$ cat config.mk
export PLATFORM = sky130hd
export DESIGN_NAME = pipe_skid_latch
export DESIGN_NICKNAME = d
export VERILOG_FILES = /design/src/rtl/pipe_skid_latch.sv
export SDC_FILE = /design/constraint.sdc
export NUM_CORES = 1
export LEC_CHECK = 0
export ABC_AREA = 0
export CORE_ASPECT_RATIO = 1.75
export CORE_UTILIZATION = 50
export DETAILED_ROUTE_END_ITERATION = 8
export PLACE_DENSITY = 0.79
export SYNTH_ARGS = -nofsm -noshare
export SYNTH_HDL_FRONTEND = slang
export SYNTH_SLANG_ARGS = --single-unit
$ cat constraint.sdc
create_clock -name clk -period 2 [get_ports clk]
set_input_delay 0.4 -clock clk [delete_from_list [all_inputs] [get_ports clk]]
set_output_delay 0.4 -clock clk [all_outputs]
set_load 0.1 [all_outputs]
$ cat src/rtl/pipe_skid_latch.sv
// Elastic pipeline stage with 2-entry skid buffer, flush and stall counter; 1-cycle latency.
// in_ready decodes only the state register, so back-pressure takes effect one cycle later with no combinational path.
module pipe_skid_latch #(
  parameter int DATA_W = 128,
  parameter int CTRL_W = 16,
  parameter int CNT_W  = 16
) (
  input  logic              clk,
  input  logic              rst,
  input  logic              flush,
  input  logic              in_valid,
  output logic              in_ready,
  input  logic [DATA_W-1:0] in_data,
  input  logic [CTRL_W-1:0] in_ctrl,
  output logic              out_valid,
  input  logic              out_ready,
  output logic [DATA_W-1:0] out_data,
  output logic [CTRL_W-1:0] out_ctrl,
  output logic [1:0]        occupancy,
  output logic [CNT_W-1:0]  stall_cnt
);

  typedef enum logic [1:0] {
    EMPTY = 2'd0,
    ONE   = 2'd1,
    FULL  = 2'd2
  } state_t;

  state_t              state_q, state_d;
  logic [DATA_W-1:0]   main_data_q, main_data_d;
  logic [CTRL_W-1:0]   main_ctrl_q, main_ctrl_d;
  logic [DATA_W-1:0]   skid_data_q, skid_data_d;
  logic [CTRL_W-1:0]   skid_ctrl_q, skid_ctrl_d;
  logic [CNT_W-1:0]    stall_cnt_q, stall_cnt_d;
  logic                in_fire;
  logic                out_fire;

  assign in_ready  = (state_q != FULL);
  assign out_valid = (state_q != EMPTY);
  assign in_fire   = in_valid & in_ready;
  assign out_fire  = out_valid & out_ready;
  assign occupancy = state_q;
  assign out_data  = main_data_q;
  assign out_ctrl  = main_ctrl_q & {CTRL_W{out_valid}};
  assign stall_cnt = stall_cnt_q;

  always_comb begin
    state_d     = state_q;
    main_data_d = main_data_q;
    main_ctrl_d = main_ctrl_q;
    skid_data_d = skid_data_q;
    skid_ctrl_d = skid_ctrl_q;
    stall_cnt_d = stall_cnt_q;

    // Counted from the pre-flush view of the handshake.
    if (out_valid && !out_ready && (stall_cnt_q != {CNT_W{1'b1}})) begin
      stall_cnt_d = stall_cnt_q + {{(CNT_W-1){1'b0}}, 1'b1};
    end

    // Control depends only on valid/ready/flush so X payloads never reach the state.
    if (flush) begin
      state_d = EMPTY;
    end else begin
      case (state_q)
        EMPTY: begin
          if (in_fire) begin
            main_data_d = in_data;
            main_ctrl_d = in_ctrl;
            state_d     = ONE;
          end
        end
        ONE: begin
          if (in_fire && out_fire) begin
            main_data_d = in_data;
            main_ctrl_d = in_ctrl;
          end else if (in_fire) begin
            skid_data_d = in_data;
            skid_ctrl_d = in_ctrl;
            state_d     = FULL;
          end else if (out_fire) begin
            state_d = EMPTY;
          end
        end
        FULL: begin
          if (out_fire) begin
            main_data_d = skid_data_q;
            main_ctrl_d = skid_ctrl_q;
            state_d     = ONE;
          end
        end
        default: state_d = EMPTY;
      endcase
    end
  end

  always_ff @(posedge clk) begin
    if (!rst) begin
      state_q     <= EMPTY;
      main_data_q <= '0;
      main_ctrl_q <= '0;
      skid_data_q <= '0;
      skid_ctrl_q <= '0;
      stall_cnt_q <= '0;
    end else begin
      state_q     <= state_d;
      main_data_q <= main_data_d;
      main_ctrl_q <= main_ctrl_d;
      skid_data_q <= skid_data_d;
      skid_ctrl_q <= skid_ctrl_d;
      stall_cnt_q <= stall_cnt_d;
    end
  end

endmodule

==> run metrics <==
overall die height 219 um; share of layout cells above drive strength 1 0.258; number of global-route vias before repair 11500; synthesized flop and latch total 306; Tot Pwr 15200 uW; Core ar. 0.0265 mm^2; vias per cell 5.83; Ys Warns 0; maximum VDD drop 0.000709 V; # clock sinks 306; Req. time, crit path 1600 ps; largest net degree at the start of global routing 128; CTS clk-pin slew, worst paths 60 ps; DRT Pass-1 Iters 5; syn_area_per_cell 9.40 um^2; Layout Skew 19.0 ps; Post-Synth XOR/XNOR Area 0; Clock Tree Buf Depth 3; worst-skew pair later-pin latency 550 ps; Rel. slew slack 0.559; Synth Area in Compound Gates 0.253; maximum fanout along the worst path 8; first-pass GRT wire length 59600 um; fin cells 2033; endpoint type of the worst setup path primary output; global placer's final weighted congestion 0.815; leakage 0.00696 uW; initial antenna violation count 2; DRC violations left 0; CTS HTree Levels 1; RSZ-0062 raised after global routing yes; Syn Nets 1578; CTS Buf Count 28; Synth Area in Simple Gates 0.115; outcome finished with violations; Site Rows 79; register area share after synthesis 0.457; largest family of logic cells by synthesized area compound AO/OA/AOI/OAI gates; CP Data Arrival Time 1610 ps; Hold/Removal Path Class primary input to register; Setup violations, final 8; max_cap viols 0; input/output buffers 312; FMAX 497 MHz; Worst Slack Setup Final -11.1 ps; mean routed wirelength per cell 18.6 um; hold violation count in the final report 0; Power Density 838 mW/mm^2; via count 11800; gr usage total 0.266; Iteration-0 DRC Markers 652; Final Util 0.687; Final HPWL DP 24600 um; Synth Cell Area 0.0134 mm^2; final-stage net count 1837; starting density of the core 0.507; die area 0.0275 mm^2; failing checks setup timing; Worst-Margin Slew 661 ps; drt total wl 37800 um; Die Span X 126 um; Fin Hold WS 150 ps; dpl cells 1977; mux contribution to synthesized area 0.126; root buffer cell clkbuf_16; period utilisation layout 1.01; Slew Viols, Final 0; Area Overhead vs Synth 35.6%; Routed Antenna Nets 0; # IOs 313; minimum clock period 2010 ps; Synth Area in Adders 0.000932; Synth cell types 40; crit path launch type register; grt total ovfl 0; Worst Setup Path Type register to primary output; Gate Count Post-Synth 1428; CTS tree yes
-- report_power, final --
group / leakage, uW / total (uW) / switching [uW] / internal (uW)
Sequential: 0.00250 / 6460 / 129 / 6330
Combinational: 0.00400 / 3310 / 2200 / 1110
Clock: 0.000460 / 5480 / 2330 / 3150
Total: 0.00696 / 15200 / 4650 / 10600
-- cells by family (layout without fill, tap and decap cells) --
group / after synthesis / in the layout
flops: 306 / 306
other cells: 0 / 2
buf+inv: 150 / 429
simple gates: 364 / 364
fa+ha+maj: 1 / 1
mux: 151 / 151
compound gates: 456 / 456
-- cells in the mapped netlist --
master       n  area (um^2)
ha_1         1         12.5
buf_4        7         52.6
o21bai_1   145         1090
a21oi_1    152          761
a31o_2       1         8.76
buf_2       50          250
o31ai_1      3         22.5
nand2b_1     9         56.3
inv_2        1         3.75
nor3_1       3         15.0
or4_1        3         22.5
nand3_1      5         25.0
and4_1       2         17.5
nor3b_1      1         7.51
and3b_1      1         8.76
nor3_2       1         10.0
or3_1        2         12.5
mux2_1      20          225
nor4bb_1     1         10.0
nand4_1      7         43.8
dfxtp_1    306         6130
or2_1        1         6.26
mux2_2     124         1400
o21a_1       3         22.5
a31oi_1      1         6.26
nor4_2       2         25.0
inv_1        2         7.51
nor2b_1     17          106
nor2_1       4         15.0
o22a_1       1         8.76
mux2i_1      7         70.1
nor4_1       2         12.5
nand2_1    301         1130
o21ai_0      3         15.0
and3_1       2         12.5
o311a_1    144         1440
a2111oi_0    1         8.76
a21oi_2      1         8.76
a211oi_1     1         7.51
clkbuf_1    90          338
-- critical path: stages, from the launching register on --
cell	delay (ps)
dfxtp_4	360
nor2_4	240
clkbuf_16	250
nor2b_4	60
buf_12	160
-- per-stage QoR --
stage | instance area (um^2) | setup WS (ps) | TNS, ps
finish | 18200 | -11.1 | -46.4
global route | 18200 | -71.0 | -732
CTS | 18100 | -50.0 | -79.8
detailed placement | 17200 | -204 | -36530
global placement | 17200 | -126 | -25100
floorplan | 13600 | 8.15 | 0
-- final cells by class --
type                            instances  area [um^2]
Sequential cell                       306         6160
Timing Repair Buffer                  376         3880
Clock inverter                         12          141
Clock buffer                           38          790
Tap cell                              324          405
Fill cell                            2052         8300
Inverter                                3         17.5
Multi-Input combinational cell        972         6790
Antenna cell                            2         5.00
-- path summary, 6_finish.rpt --
| kind | startpoint | end | slack (ps) | depth (start not counted) |
|---|---|---|---|---|
| worst max-delay path | occupancy[0]$_SDFFE_PP0P_ | out_ctrl[11] | -10 | 4 |
| worst max register to register | occupancy[0]$_SDFFE_PP0P_ | out_data[75]$_SDFFE_PN0P_ | 80 | 5 |
| worst min-delay path | flush | occupancy[0]$_SDFFE_PP0P_ | 150 | 2 |
| worst min register to register | skid_data_q[68]$_SDFFE_PN0P_ | skid_data_q[68]$_SDFFE_PN0P_ | 450 | 2 |
-- cells in the final DEF (no fill, tap or decap), types with 5 or more instances in the layout --
cell               n
clkbuf_1           6
o311a_1          144
buf_12            52
nor2b_4           16
dfxtp_2           13
nand2b_1           8
mux2_2           124
buf_4            175
mux2i_1            7
nand4_1            7
clkdlybuf4s50_1  146
clkbuf_16         31
o21bai_1         145
nand2_1          301
mux2_1            20
dfxtp_1          289
nand3_1            5
a21oi_1          152
clkinv_2           7
-- sequential cells by signal, summed over array words and instances (netlist names) --
register,cells
skid_ctrl_q,16
stall_cnt,16
occupancy,2
main_ctrl_q,16
skid_data_q,128
out_data,128
-- layer usage --
layer / vias to the layer above / global-route usage / wire, um / part of all wire
li1: 5693 / - / - / -
met1: 5671 / 0.297 / 14300 / 0.38
met2: 384 / 0.475 / 19400 / 0.51
met3: 95 / 0.0558 / 2360 / 0.062
met4: 0 / 0.135 / 1760 / 0.047
met5: - / 0 / 0 / 0
-- timing repair --
item                                   CTS  global route
endpoints found under the hold margin    0             0
setup buffers                            0             3
setup endpoints to repair                4            12
resized for setup                        1             6
cloned                                   0             2
pin swaps                                0             1
hold buffers                             0             0
(Power assumes the default switching activity.)
